[src/rtl/shift_register_fifo.sv]
// shift_register_fifo
// Elastic FIFO built from a reset-free, enable-gated shift chain (maps onto
// SRL primitives) plus a registered output stage. The oldest chain word is
// picked with a variable tap at entry ccnt-1. When the FIFO is empty, a new
// word bypasses the chain and goes straight into the output register.
// Total capacity is DEPTH chain entries plus the output register.

module shift_register_fifo #(
  parameter int DATA_WIDTH  = 8,
  parameter int DEPTH       = 16,
  parameter int ALMOST_FULL = DEPTH
) (
  input  logic                          clk,
  input  logic                          rst_n,
  input  logic                          s_valid,
  output logic                          s_ready,
  input  logic [DATA_WIDTH-1:0]         s_data,
  output logic                          m_valid,
  input  logic                          m_ready,
  output logic [DATA_WIDTH-1:0]         m_data,
  output logic [$clog2(DEPTH+2)-1:0]    count,
  output logic                          almost_full
);

  localparam int CNT_W = $clog2(DEPTH + 2);
  localparam int IDX_W = $clog2(DEPTH);

  // Shift chain storage. It has no reset, so synthesis can infer SRLs.
  logic [DATA_WIDTH-1:0] chain_q [DEPTH];

  logic [CNT_W-1:0]      ccnt_q, ccnt_d;
  logic [CNT_W-1:0]      count_q, count_d;
  logic                  m_valid_q, m_valid_d;
  logic [DATA_WIDTH-1:0] m_data_q, m_data_d;
  logic                  s_ready_q, s_ready_d;
  logic                  almost_full_q, almost_full_d;

  logic                  load;
  logic                  push;
  logic                  chain_rd;
  logic                  chain_wr;
  logic                  bypass;
  logic [IDX_W-1:0]      tap_idx;

  // Handshake qualification and head-source selection for this cycle.
  // An empty chain lets an incoming word bypass it; otherwise the chain supplies the head.
  always_comb begin
    load     = !m_valid_q || m_ready;
    push     = s_valid && s_ready_q;
    chain_rd = load && (ccnt_q != '0);
    bypass   = load && (ccnt_q == '0) && push;
    chain_wr = push && !bypass;
    tap_idx  = '0;
    if (ccnt_q != '0) begin
      tap_idx = IDX_W'(ccnt_q - CNT_W'(1));
    end
  end

  // Next head word. The tap reads the chain before this edge's shift.
  always_comb begin
    m_valid_d = m_valid_q;
    m_data_d  = m_data_q;
    if (load) begin
      m_valid_d = chain_rd || bypass;
      if (chain_rd) begin
        m_data_d = chain_q[tap_idx];
      end else if (bypass) begin
        m_data_d = s_data;
      end
    end
  end

  // Occupancy bookkeeping. s_ready, count and almost_full are registered
  // from next-state values, so they never depend on same-cycle m_ready.
  always_comb begin
    ccnt_d        = ccnt_q + CNT_W'(chain_wr) - CNT_W'(chain_rd);
    count_d       = ccnt_d + CNT_W'(m_valid_d);
    s_ready_d     = ccnt_d < CNT_W'(DEPTH);
    almost_full_d = count_d >= CNT_W'(ALMOST_FULL);
  end

  // Shift chain: new word enters at entry 0 and older entries move up by one.
  always_ff @(posedge clk) begin
    if (chain_wr) begin
      chain_q[0] <= s_data;
      for (int i = 1; i < DEPTH; i++) begin
        chain_q[i] <= chain_q[i-1];
      end
    end
  end

  // Control and output registers. Asserting reset discards all words at once.
  always_ff @(posedge clk or negedge rst_n) begin
    if (!rst_n) begin
      ccnt_q        <= '0;
      count_q       <= '0;
      m_valid_q     <= 1'b0;
      m_data_q      <= '0;
      s_ready_q     <= 1'b0;
      almost_full_q <= 1'b0;
    end else begin
      ccnt_q        <= ccnt_d;
      count_q       <= count_d;
      m_valid_q     <= m_valid_d;
      m_data_q      <= m_data_d;
      s_ready_q     <= s_ready_d;
      almost_full_q <= almost_full_d;
    end
  end

  assign s_ready     = s_ready_q;
  assign m_valid     = m_valid_q;
  assign m_data      = m_data_q;
  assign count       = count_q;
  assign almost_full = almost_full_q;

endmodule
[config.mk]
export PLATFORM = sky130hd
export DESIGN_NAME = shift_register_fifo
export DESIGN_NICKNAME = d
export VERILOG_FILES = /design/src/rtl/shift_register_fifo.sv
export SDC_FILE = /design/constraint.sdc
export NUM_CORES = 1
export LEC_CHECK = 0
export ABC_AREA = 0
export CORE_ASPECT_RATIO = 1.2
export CORE_MARGIN = 8
export CORE_UTILIZATION = 60
export DETAILED_ROUTE_END_ITERATION = 16
export PLACE_DENSITY = 0.77
export SLEW_MARGIN = 20
export SYNTH_ARGS = -nofsm -noshare
export SYNTH_HDL_FRONTEND = slang
export SYNTH_SLANG_ARGS = --single-unit
[constraint.sdc]
create_clock -name clk -period 5.95 [get_ports clk]
set_input_delay 0.8925 -clock clk [delete_from_list [all_inputs] [get_ports clk]]
set_output_delay 0.8925 -clock clk [all_outputs]
set_load 0.05 [all_outputs]
==> results of run 1 <==
==> layout make-up <==
| type | count | area [µm²] |
|---|---|---|
| fill | 679 | 3120 |
| timing repair buffer | 32 | 303 |
| sequential | 148 | 4340 |
| inverter | 14 | 57.6 |
| clock buffer | 19 | 433 |
| tap | 129 | 161 |
| multi-input combinational | 224 | 1810 |
| clock inverter | 13 | 181 |
==> cells in the final DEF, fill, tap and decap left out, types with 3 or more instances in the layout <==
master	count
nand2_1	14
o22ai_1	4
a21oi_1	7
a221oi_1	11
a22oi_1	5
or3_1	8
nor2_1	29
xnor2_1	5
mux4_2	13
o21ai_0	15
clkdlybuf4s50_1	26
edfxtp_1	128
bufinv_16	4
o2bb2ai_1	6
dfrtp_1	20
a211oi_1	6
o21ai_1	4
ha_1	11
clkbuf_16	17
mux2_2	4
xor2_1	4
clkinv_2	4
nand3_1	3
buf_4	5
inv_1	12
mux2i_1	17
inv_6	3
nand2b_1	15
o31ai_1	6
nor2b_1	5
==> metrics by stage <==
stage,total power [mW],area [µm²],util [%],cells
finish,4.75,7290,70.0,579
global route,5.00,7290,70.0,579
CTS,4.77,7290,70.0,579
detailed placement,3.63,6680,64.1,547
global placement,3.56,6680,64.1,547
floorplan,3.11,6330,-,406
==> routing by layer <==
metal  track usage, %  vias up
met4             8.68        0
li1                 -     1648
met1             26.1     1890
met2             31.4      178
met3             5.65       32
met5                0        -
==> kinds of logic after synthesis <==
group                    synth area share [%]
AO/OA/AOI/OAI                            9.37
XOR/XNOR                                 1.25
adder cells (fa/ha/maj)                  2.49
buffers and inverters                    2.77
flip-flops                               68.6
multiplexers                             8.38
AND/OR/NAND/NOR                          7.12
==> Yosys cell counts (all sizes together) (2+ instances only) <==
| library cell | count | area (µm²) |
|---|---|---|
| o211ai | 2 | 15.0 |
| ha | 11 | 138 |
| o2bb2ai | 6 | 52.6 |
| and2 | 2 | 12.5 |
| a22oi | 5 | 37.5 |
| mux4 | 13 | 293 |
| o22ai | 4 | 25.0 |
| a21oi | 7 | 35.0 |
| a2111oi | 2 | 17.5 |
| mux2i | 17 | 170 |
| buf | 15 | 104 |
| a211oi | 7 | 57.6 |
| dfrtp | 20 | 500 |
| o2111ai | 2 | 17.5 |
| nor3 | 2 | 10.0 |
| nand3 | 3 | 15.0 |
| nand2 | 15 | 58.8 |
| inv | 14 | 52.6 |
| xnor2 | 5 | 43.8 |
| a221oi | 13 | 126 |
| nand2b | 15 | 93.8 |
| clkbuf | 5 | 18.8 |
| nor2b | 5 | 31.3 |
| or3 | 8 | 50.1 |
| o31ai | 7 | 57.6 |
| mux2 | 6 | 67.6 |
| xor2 | 4 | 35.0 |
| o21ai | 19 | 95.1 |
| nor2 | 30 | 120 |
| edfxtp | 128 | 3840 |
| and3 | 2 | 12.5 |
==> sequential cells by signal, indices dropped and copies added, names as in the netlist <==
signal and flops:
m_valid 1, ccnt_q 5, chain_q 128, count 4, s_ready 1, m_data 8, almost_full 1
==> power breakdown <==
| group | internal (mW) | switching (mW) |
|---|---|---|
| combinational | 0.754 | 1.23 |
| clock | 0.701 | 0.418 |
| sequential | 1.50 | 0.150 |
| total | 2.95 | 1.80 |
==> worst max-delay path by stage <==
| stage | cells after the start | slack, ns | to |
|---|---|---|---|
| final | 17 | 2.12 | almost_full |
| after global routing | 17 | 1.76 | almost_full |
| after CTS | 17 | 2.10 | almost_full |
| after detailed placement | 17 | 2.11 | almost_full |
| after global placement | 17 | 2.30 | almost_full |
| after floorplan | 8 | 1.42 | chain_q[0][0] |
==> key figures, run 1 <==
Timing
  – Final Max Slew Viols: 0
  – Setup TNS: 0 ns
  – Final Cycle Share: 64.4%
  – Final setup margin: 2.12 ns
  – Fmax: 261 MHz
  – Relative slew margins: 26.4%
  – Hold slack final: 0.429 ns
  – Setup violators final: 0
  – Endpoints failing hold: 0
  – Worst Tran Pin Value: 1.10 ns
  – RSZ-0062 raised after global routing: false
  – Setup Skew: 0.00645 ns
  – Final worst path period need: 3.83 ns

Critical path
  – WP data arrival: 4.17 ns
  – CP max FO: 42
  – Crit. End Element: flop
  – Reg2reg path depth: 17
  – R2r endpoint: almost_full
  – CP Launch Type: flop
  – CP cell instances: buf_4 -> inv_1 -> ha_1 -> nand3b_4 -> nand2_2 -> inv_1 -> ha_1 -> inv_1 -> ha_1 -> inv_1 -> fa_1 -> nor2_1 -> nor2_1 -> nor2_1 -> nor2_1 -> xnor2_1 -> xor2_1
  – CP max-delay cell: buf_4
  – R2R setup slack: 2.12 ns
  – Launch point of the worst reg-to-reg path: ccnt_q[0]
  – Req. time, crit path: 6.29 ns
  – Critical path's largest stage delay: 0.45 ns
  – Crit Path Category: reg -> reg
  – Worst path buffer plus inverter count: 5
  – Largest delay share family, worst path: adder cells
  – Crit path from: ccnt_q[0]

Floorplanning
  – Die height: 129 µm
  – Die Wd: 110 µm
  – Ports: 28
  – Initial Util: 60.8%
  – Die area: 14100 µm²
  – Core area: 10400 µm²
  – Row cnt: 41

Synthesis
  – Async SR Flop Fraction: 13.5%
  – Sequential area share after synthesis: 68.6%
  – Syn avg cell area: 15.6 µm²
  – Library cells used by synthesis: 53
  – Post-synth EDFFs: 128
  – Synth Instances: 406
  – Synth Cell Area: 6330 µm²
  – Synthesis warning total: 0
  – Primary FF master, synth: edfxtp_1
  – Synth Net Count: 430
  – Synth Register Bits: 148

Route
  – Max Used Layer: met4
  – DRT met1 WL: 5.20 mm
  – DRT iter0 DRCs: 334
  – Final wirelength: 12.9 mm
  – Avg WL per Cell: 22.3 µm
  – Via count: 3748
  – Post-route ant nets: 0
  – Residual DRC: 0
  – Met3 wire len: 909 µm
  – Initial DRT Pass Iterations: 5
  – Met2 WL: 6.51 mm
  – Vias/cell: 6.47

Clocking
  – Root buf cell: clkbuf_16
  – CTS Sinks: 148
  – Hold Buf Count CTS: 0
  – Clock Path Buffers: 2
  – CTS tree: done
  – Clock transition at path regs: 0.06 ns
  – Cts repair resizes: 0
  – Setup Fix Bufs, Post-CTS: 0
  – H-Tree Level Count: 4
  – Clk_lat worst skew: 0.42 ns
  – Cts bufs inserted: 17

Outcome
  – Outcome: completed

Placement
  – Post-DP HPWL: 7.72 mm
  – I/O Buffers: 27
  – Place WS: 2.11 ns
  – RD Place Congestion: 0.847

Global routing
  – Antenna violations before repair: 0
  – GR Util All Layers: 20.2%
  – First-pass GRT wire length: 21.4 mm
  – Vias in the first global route: 3964
  – Largest net degree at the start of global routing: 95
  – Grt total ovfl: 0

Final layout
  – Final #Nets: 461
  – Inserted Diodes: 0
  – Layout area overhead: 15.2%
  – Fraction of layout cells with a size suffix above 1: 14.0%

Pwr
  – Pwr dens: 652 nW/µm²
  – Leak Pwr: 2.62 nW
  – Peak supply drop: 0.573 mV

Flow run
  – Max_cap viols: 0

Worst hold path
  – Type of the most critical hold path: in -> async
Power figures use the tool's default switching activity.
==> inputs of run 2 (changes only) <==
--- a/config.mk
+++ b/config.mk
@@ -8,9 +8,9 @@
 export ABC_AREA = 0
 export CORE_ASPECT_RATIO = 1.2
 export CORE_MARGIN = 8
-export CORE_UTILIZATION = 60
+export CORE_UTILIZATION = 54
 export DETAILED_ROUTE_END_ITERATION = 16
-export PLACE_DENSITY = 0.77
+export PLACE_DENSITY = 0.73
 export SLEW_MARGIN = 20
 export SYNTH_ARGS = -nofsm -noshare
 export SYNTH_HDL_FRONTEND = slang
==> constraint.sdc (replaced) <==
create_clock -name clk -period 3.3 [get_ports clk]
set_input_delay 0.495 -clock clk [delete_from_list [all_inputs] [get_ports clk]]
set_output_delay 0.495 -clock clk [all_outputs]
set_load 0.05 [all_outputs]
==> key figures, run 2 (synthesized netlist as in run 1, its figures left out) <==
Outcome
  – Outcome: completed

Pwr
  – Switching share of total power: 38.4% (+0.53 points)
  – Internal power: 5.19 mW (+76%)
  – Sequential power share: 35.2% (+0.5 points)
  – Pwr dens: 1140 nW/µm² (+76%)
  – Comb pwr share: 43.9% (+2.1 points)
  – Psw: 3.23 mW (+80%)
  – Clock Power Share: 20.9% (-2.6 points)
  – Leak Pwr: 2.62 nW (about the same)
  – Peak supply drop: 0.903 mV (+58%)

Timing
  – Final setup margin: 0.313 ns (-1.80 ns)
  – Final worst path period need: 2.99 ns (-0.845 ns)
  – Fmax: 335 MHz (+28%)
  – Worst Tran Pin Value: 0.985 ns (-0.111 ns)
  – Final Max Slew Viols: 0 (unchanged)
  – Hold slack final: 0.448 ns (+0.0186 ns)
  – Final Cycle Share: 90.5% (+26 points)
  – Endpoints failing hold: 0 (unchanged)
  – RSZ-0062 raised after global routing: false
  – Setup Skew: 0.00646 ns (+0.0000139 ns)
  – Setup violators final: 0 (unchanged)
  – Relative slew margins: 34.1% (+7.7 points)

Worst hold path
  – Hold Path End: chain_q[8][4]
  – Hold path start: chain_q[7][4]
  – Hold depth: 0
  – Type of the most critical hold path: reg -> reg

Critical path
  – Req. time, crit path: 3.59 ns (-2.70 ns)
  – Crit. End Element: flop
  – R2r endpoint: almost_full
  – CP Launch Type: flop
  – Crit Path Category: reg -> reg
  – Reg2reg path depth: 14 (-3)
  – Launch point of the worst reg-to-reg path: ccnt_q[2]
  – CP max FO: 5 (-88%)
  – R2R setup slack: 0.31 ns (-1.80 ns)
  – WP data arrival: 3.28 ns (-0.89 ns)

Final layout
  – Fin area: 7360 µm² (+1.0%)
  – Commonest non-fill, non-tap cell in the layout: edfxtp_1
  – Multi-input gate area: 1850 µm² (+2.2%)
  – Max reg flops: 128 (unchanged)
  – Finished Layout Cells: 614 (+6.0%)
  – Fraction of layout cells with a size suffix above 1: 16.0% (+2.0 points)
  – Commonest cells after routing, fill and taps aside: edfxtp_1 (128), nor2_1 (29), clkdlybuf4s50_1 (27)
  – Util after Layout: 64.0% (-6.0 points)
  – Fillers: 852 (+25%)
  – Final #Nets: 468 (+1.5%)
  – Top reg by flops: chain_q
  – Reg area: 4340 µm² (unchanged)
  – Inserted Diodes: 0 (unchanged)
  – Layout area overhead: 16.3%

Floorplanning
  – Ports: 28 (unchanged)
  – Core area: 11500 µm² (+11%)
  – Die Wd: 115 µm (+4.6%)
  – Row cnt: 43 (+4.9%)
  – Die height: 135 µm (+4.7%)
  – Die area: 15500 µm² (+9.6%)
  – Initial Util: 55.0% (-5.8 points)

Global routing
  – GR Util All Layers: 18.4% (-1.8 points)
  – Largest net degree at the start of global routing: 129 (+36%)
  – Vias in the first global route: 3821 (-3.6%)
  – First-pass GRT wire length: 21.3 mm (-0.20%)
  – Antenna violations before repair: 0 (unchanged)
  – Grt total ovfl: 0 (unchanged)

Placement
  – Post-DP HPWL: 7.77 mm (+0.63%)
  – RD Place Congestion: 0.826 (-2.5%)
  – Placed inst area: 6810 µm² (+2.0%)
  – I/O Buffers: 27 (unchanged)
  – Place WS: 0.155 ns (-1.95 ns)
  – Post-Place Cells: 582 (+6.4%)

Route
  – Final wirelength: 12.8 mm (-0.59%)
  – DRT iter0 DRCs: 298 (-11%)
  – Avg WL per Cell: 20.9 µm (-6.3%)
  – Residual DRC: 0 (unchanged)
  – Initial DRT Pass Iterations: 5 (unchanged)
  – Via count: 3665 (-2.2%)
  – Vias/cell: 5.97 (-7.8%)
  – Post-route ant nets: 0 (unchanged)

Clocking
  – Setup Fix Bufs, Post-CTS: 0 (unchanged)
  – CTS tree: done
  – Cts bufs inserted: 17 (unchanged)
  – Clk_lat worst skew: 0.41 ns (about the same)
  – H-Tree Level Count: 4 (unchanged)
  – Root buf cell: clkbuf_16
  – CTS Sinks: 148 (unchanged)
  – Clock transition at path regs: 0.06 ns (about the same)
  – Clock Path Buffers: 2 (unchanged)
  – Hold Buf Count CTS: 0 (unchanged)

Flow run
  – Max_cap viols: 0 (unchanged)
==> run 2: cell count changes in the layout (fill, tap and decap cells not counted), sizes merged <==
cell,change
clkdlybuf4s50,+1
bufinv,-3
clkinvlp,+5
buf,+6
inv,-2
==> run 2: worst max path at each step <==
stage | startpoint | to | slack (ns) | cells past startpoint
after detailed placement | m_ready | almost_full | 0.16 | 13
final | ccnt_q[2] | almost_full | 0.31 | 14
after floorplan | ccnt_q[0] | chain_q[0][0] | -0.29 | 8
after global placement | m_ready | almost_full | 0.24 | 13
after CTS | ccnt_q[2] | almost_full | 0.30 | 14
after global routing | ccnt_q[2] | almost_full | 0.04 | 16
==> run 2: timing repair <==
action	4_1_cts	5_1_grt
resized for setup	0	1
endpoints found under the hold margin	0	0
setup endpoints to repair	0	1
==> run 2: critical path, cell delays in order (launching register included) <==
cell and delay [ns]:
dfrtp_1 0.41, inv_1 0.12, ha_1 0.27, and3b_2 0.26
nand2_4 0.07, nand3_4 0.09, ha_1 0.31, inv_1 0.06
ha_1 0.16, inv_1 0.06, fa_1 0.47, inv_1 0.06
ha_1 0.22, and3_1 0.17, xor2_1 0.14
==> run 2: cell type report <==
class / count / share of cell area, %
clock buffers: 19 / 5.88
multi-input cells: 224 / 25.1
flip-flops and latches: 148 / 59.0
clock inverters: 13 / 1.51
repair buffers: 39 / 5.06
well taps: 157 / 2.67
inverters: 14 / 0.765
==> run 2: metal layers <==
layer	share of wire (%)	track usage, %	up-vias
met4	3.0	9.00	0
met1	42	23.1	1831
met5	0	0	-
li1	-	-	1654
met3	6.0	4.56	29
met2	49	29.1	151
==> run 2: stage by stage <==
stage,total power [mW],setup TNS (ns)
detailed placement,6.67,0
CTS,8.44,0
global route,8.90,0
floorplan,5.64,-37.30
finish,8.43,0
global placement,6.59,0
==> run 2: power groups by stage <==
| stage | logic, mW | registers, mW | clock network (mW) |
|---|---|---|---|
| floorplan | 2.40 | 3.24 | 0 |
| global placement | 3.62 | 2.97 | 0 |
| detailed placement | 3.67 | 2.99 | 0 |
| CTS | 3.69 | 2.97 | 1.78 |
| global route | 4.01 | 3.03 | 1.85 |
| finish | 3.70 | 2.97 | 1.76 |
==> inputs of run 3 (changes only) <==
--- a/config.mk
+++ b/config.mk
@@ -11,6 +11,7 @@
 export CORE_UTILIZATION = 54
 export DETAILED_ROUTE_END_ITERATION = 16
 export PLACE_DENSITY = 0.73
+export RECOVER_POWER = 50
 export SLEW_MARGIN = 20
 export SYNTH_ARGS = -nofsm -noshare
 export SYNTH_HDL_FRONTEND = slang
==> constraint.sdc (replaced) <==
create_clock -name clk -period 2.7 [get_ports clk]
set_input_delay 0.405 -clock clk [delete_from_list [all_inputs] [get_ports clk]]
set_output_delay 0.405 -clock clk [all_outputs]
set_load 0.05 [all_outputs]
==> key figures, run 3 (synthesized netlist as in run 1, its figures left out) <==
Clocking
  – Root buf cell: clkbuf_16
  – H-Tree Level Count: 4 (unchanged)
  – CTS Sinks: 148 (unchanged)
  – Clk_lat worst skew: 0.42 ns (about the same)
  – Cts bufs inserted: 17 (unchanged)
  – Hold Buf Count CTS: 0 (unchanged)
  – Clock Path Buffers: 2 (unchanged)
  – CTS tree: done
  – Clock transition at path regs: 0.06 ns (about the same)

Route
  – DRT iter0 DRCs: 378 (+27%)
  – Final wirelength: 13.8 mm (+7.7%)
  – Vias/cell: 6.02 (+0.83%)
  – Met2 WL: 7.16 mm (+14%)
  – Met3 wire len: 987 µm (+29%)
  – Via count: 3852 (+5.1%)
  – Post-route ant nets: 0 (unchanged)
  – Residual DRC: 0 (unchanged)
  – Avg WL per Cell: 21.6 µm (+3.3%)
  – Initial DRT Pass Iterations: 7 (+2)
  – Max Used Layer: met4
  – DRT met1 WL: 5.44 mm (+0.91%)

Placement
  – Placed inst area: 6990 µm² (+2.5%)
  – I/O Buffers: 27 (unchanged)
  – Place WS: -0.381 ns (-0.536 ns)
  – Post-Place Cells: 602 (+3.4%)
  – Post-DP HPWL: 8.44 mm (+8.6%)
  – RD Place Congestion: 0.855 (+3.5%)

Critical path
  – Reg2reg path depth: 14 (unchanged)
  – Crit Path Category: reg -> reg
  – Req. time, crit path: 2.99 ns (-0.60 ns)
  – R2R setup slack: 0.08 ns (-0.23 ns)
  – CP max FO: 2 (-3)
  – Launch point of the worst reg-to-reg path: ccnt_q[2]
  – Worst path buffer plus inverter count: 4 (unchanged)
  – CP max-delay cell: fa_2
  – Crit path from: ccnt_q[2]
  – Critical Path End: almost_full
  – WP data arrival: 2.91 ns (-0.37 ns)
  – Crit. End Element: flop
  – R2r endpoint: almost_full
  – Critical path's largest stage delay: 0.53 ns (+0.06 ns)
  – CP Launch Type: flop
  – CP cell instances: inv_2 -> ha_4 -> and3b_1 -> nand2_4 -> nand3_4 -> ha_4 -> inv_2 -> ha_4 -> inv_2 -> fa_2 -> inv_2 -> ha_4 -> and3_4 -> xor2_2
  – Largest delay share family, worst path: adder cells
  – WP depth: 14 (unchanged)

Final layout
  – Final #Nets: 494 (+5.6%)
  – Fin area: 7650 µm² (+3.9%)
  – Fillers: 823 (-3.4%)
  – Inserted Diodes: 0 (unchanged)
  – Fraction of layout cells with a size suffix above 1: 23.6% (+7.6 points)
  – Commonest cells after routing, fill and taps aside: edfxtp_1 (128), buf_4 (35), nor2_1 (29)
  – Top reg by flops: chain_q
  – Layout area overhead: 20.9%
  – Commonest non-fill, non-tap cell in the layout: edfxtp_1
  – Finished Layout Cells: 640 (+4.2%)
  – Max reg flops: 128 (unchanged)
  – Util after Layout: 66.5% (+2.5 points)

Global routing
  – GR Util All Layers: 19.0% (+0.63 points)
  – Largest net degree at the start of global routing: 88 (-32%)
  – Grt total ovfl: 0 (unchanged)
  – First-pass GRT wire length: 21.9 mm (+2.7%)
  – Vias in the first global route: 4050 (+6.0%)
  – Antenna violations before repair: 0 (unchanged)

Pwr
  – Pwr dens: 1440 nW/µm² (+26%)
  – Comb pwr share: 47.2% (+3.3 points)
  – Switching share of total power: 39.2% (+0.87 points)
  – Sequential power share: 32.8% (-2.4 points)
  – Internal power: 6.70 mW (+29%)
  – Peak supply drop: 2.11 mV (+130%)
  – Leak Pwr: 2.75 nW (+5.2%)
  – Psw: 4.32 mW (+34%)
  – PnR Total Power: 11.0 mW (+31%)
  – Clock Power Share: 20.0% (-0.9 points)

Timing
  – Relative slew margins: 16.3% (-18 points)
  – Setup Skew: 0.00765 ns (+0.00119 ns)
  – Final worst path period need: 2.62 ns (-0.365 ns)
  – Final setup margin: 0.0777 ns (-0.235 ns)
  – Final Max Slew Viols: 0 (unchanged)
  – Fmax: 381 MHz (+14%)
  – Final Cycle Share: 97.1% (+6.6 points)
  – Setup TNS: 0 ns (unchanged)
  – Endpoints failing hold: 0 (unchanged)
  – Setup violators final: 0 (unchanged)
  – Hold slack final: 0.445 ns (-0.00215 ns)
  – Worst Tran Pin Value: 1.26 ns (+0.271 ns)

Outcome
  – Outcome: completed

Flow run
  – Max_cap viols: 0 (unchanged)

Floorplanning
  – Ports: 28 (unchanged)
  – Core area: 11500 µm² (unchanged)
  – Die Wd: 115 µm (unchanged)
  – Row cnt: 43 (unchanged)
  – Die height: 135 µm (unchanged)
  – Die area: 15500 µm² (unchanged)
  – Initial Util: 55.0% (unchanged)

Worst hold path
  – Type of the most critical hold path: reg -> reg
==> run 3: repair_timing <==
action / in CTS / in global routing
gates cloned: 0 / 0
endpoints found under the setup margin: 4 / 4
pin swaps: 1 / 5
resized for setup: 5 / 12
buffers inserted: 1 / 5
==> run 3: area by class of cell <==
class | count | area [µm²] | share of cell area [%]
timing repair buffer | 65 | 577 | 7.54
clock buffer | 17 | 425 | 5.56
multi-input combinational | 224 | 1930 | 25.3
clock inverter | 15 | 121 | 1.59
tap | 157 | 196 | 2.57
inverter | 14 | 56.3 | 0.736
sequential | 148 | 4340 | 56.8
==> run 3: worst min-delay path by stage <==
stage                   startpoint              to  slack [ns]  cells past startpoint
finish              chain_q[14][4]  chain_q[15][4]        0.45                      0
global route         chain_q[5][7]   chain_q[6][7]        0.45                      0
CTS                          rst_n       m_data[7]        0.33                      2
detailed placement   chain_q[5][3]   chain_q[6][3]        0.43                      0
global placement    chain_q[12][1]  chain_q[13][1]        0.43                      0
floorplan                    rst_n     almost_full        0.11                      0
==> run 3: power by group through the flow <==
stage          clock (mW)  combinational, mW  sequential, mW
6_report             2.20               5.21            3.61
3_3_place_gp            0               4.77            3.62
4_1_cts              2.23               4.95            3.62
5_1_grt              2.31               5.59            3.68
3_5_place_dp            0               4.90            3.64
2_1_floorplan           0               2.95            3.96
==> run 3: layer usage <==
metal	global-route usage [%]	vias up
met3	5.05	20
met5	0	-
met1	23.0	1946
li1	-	1714
met4	8.71	0
met2	31.2	172
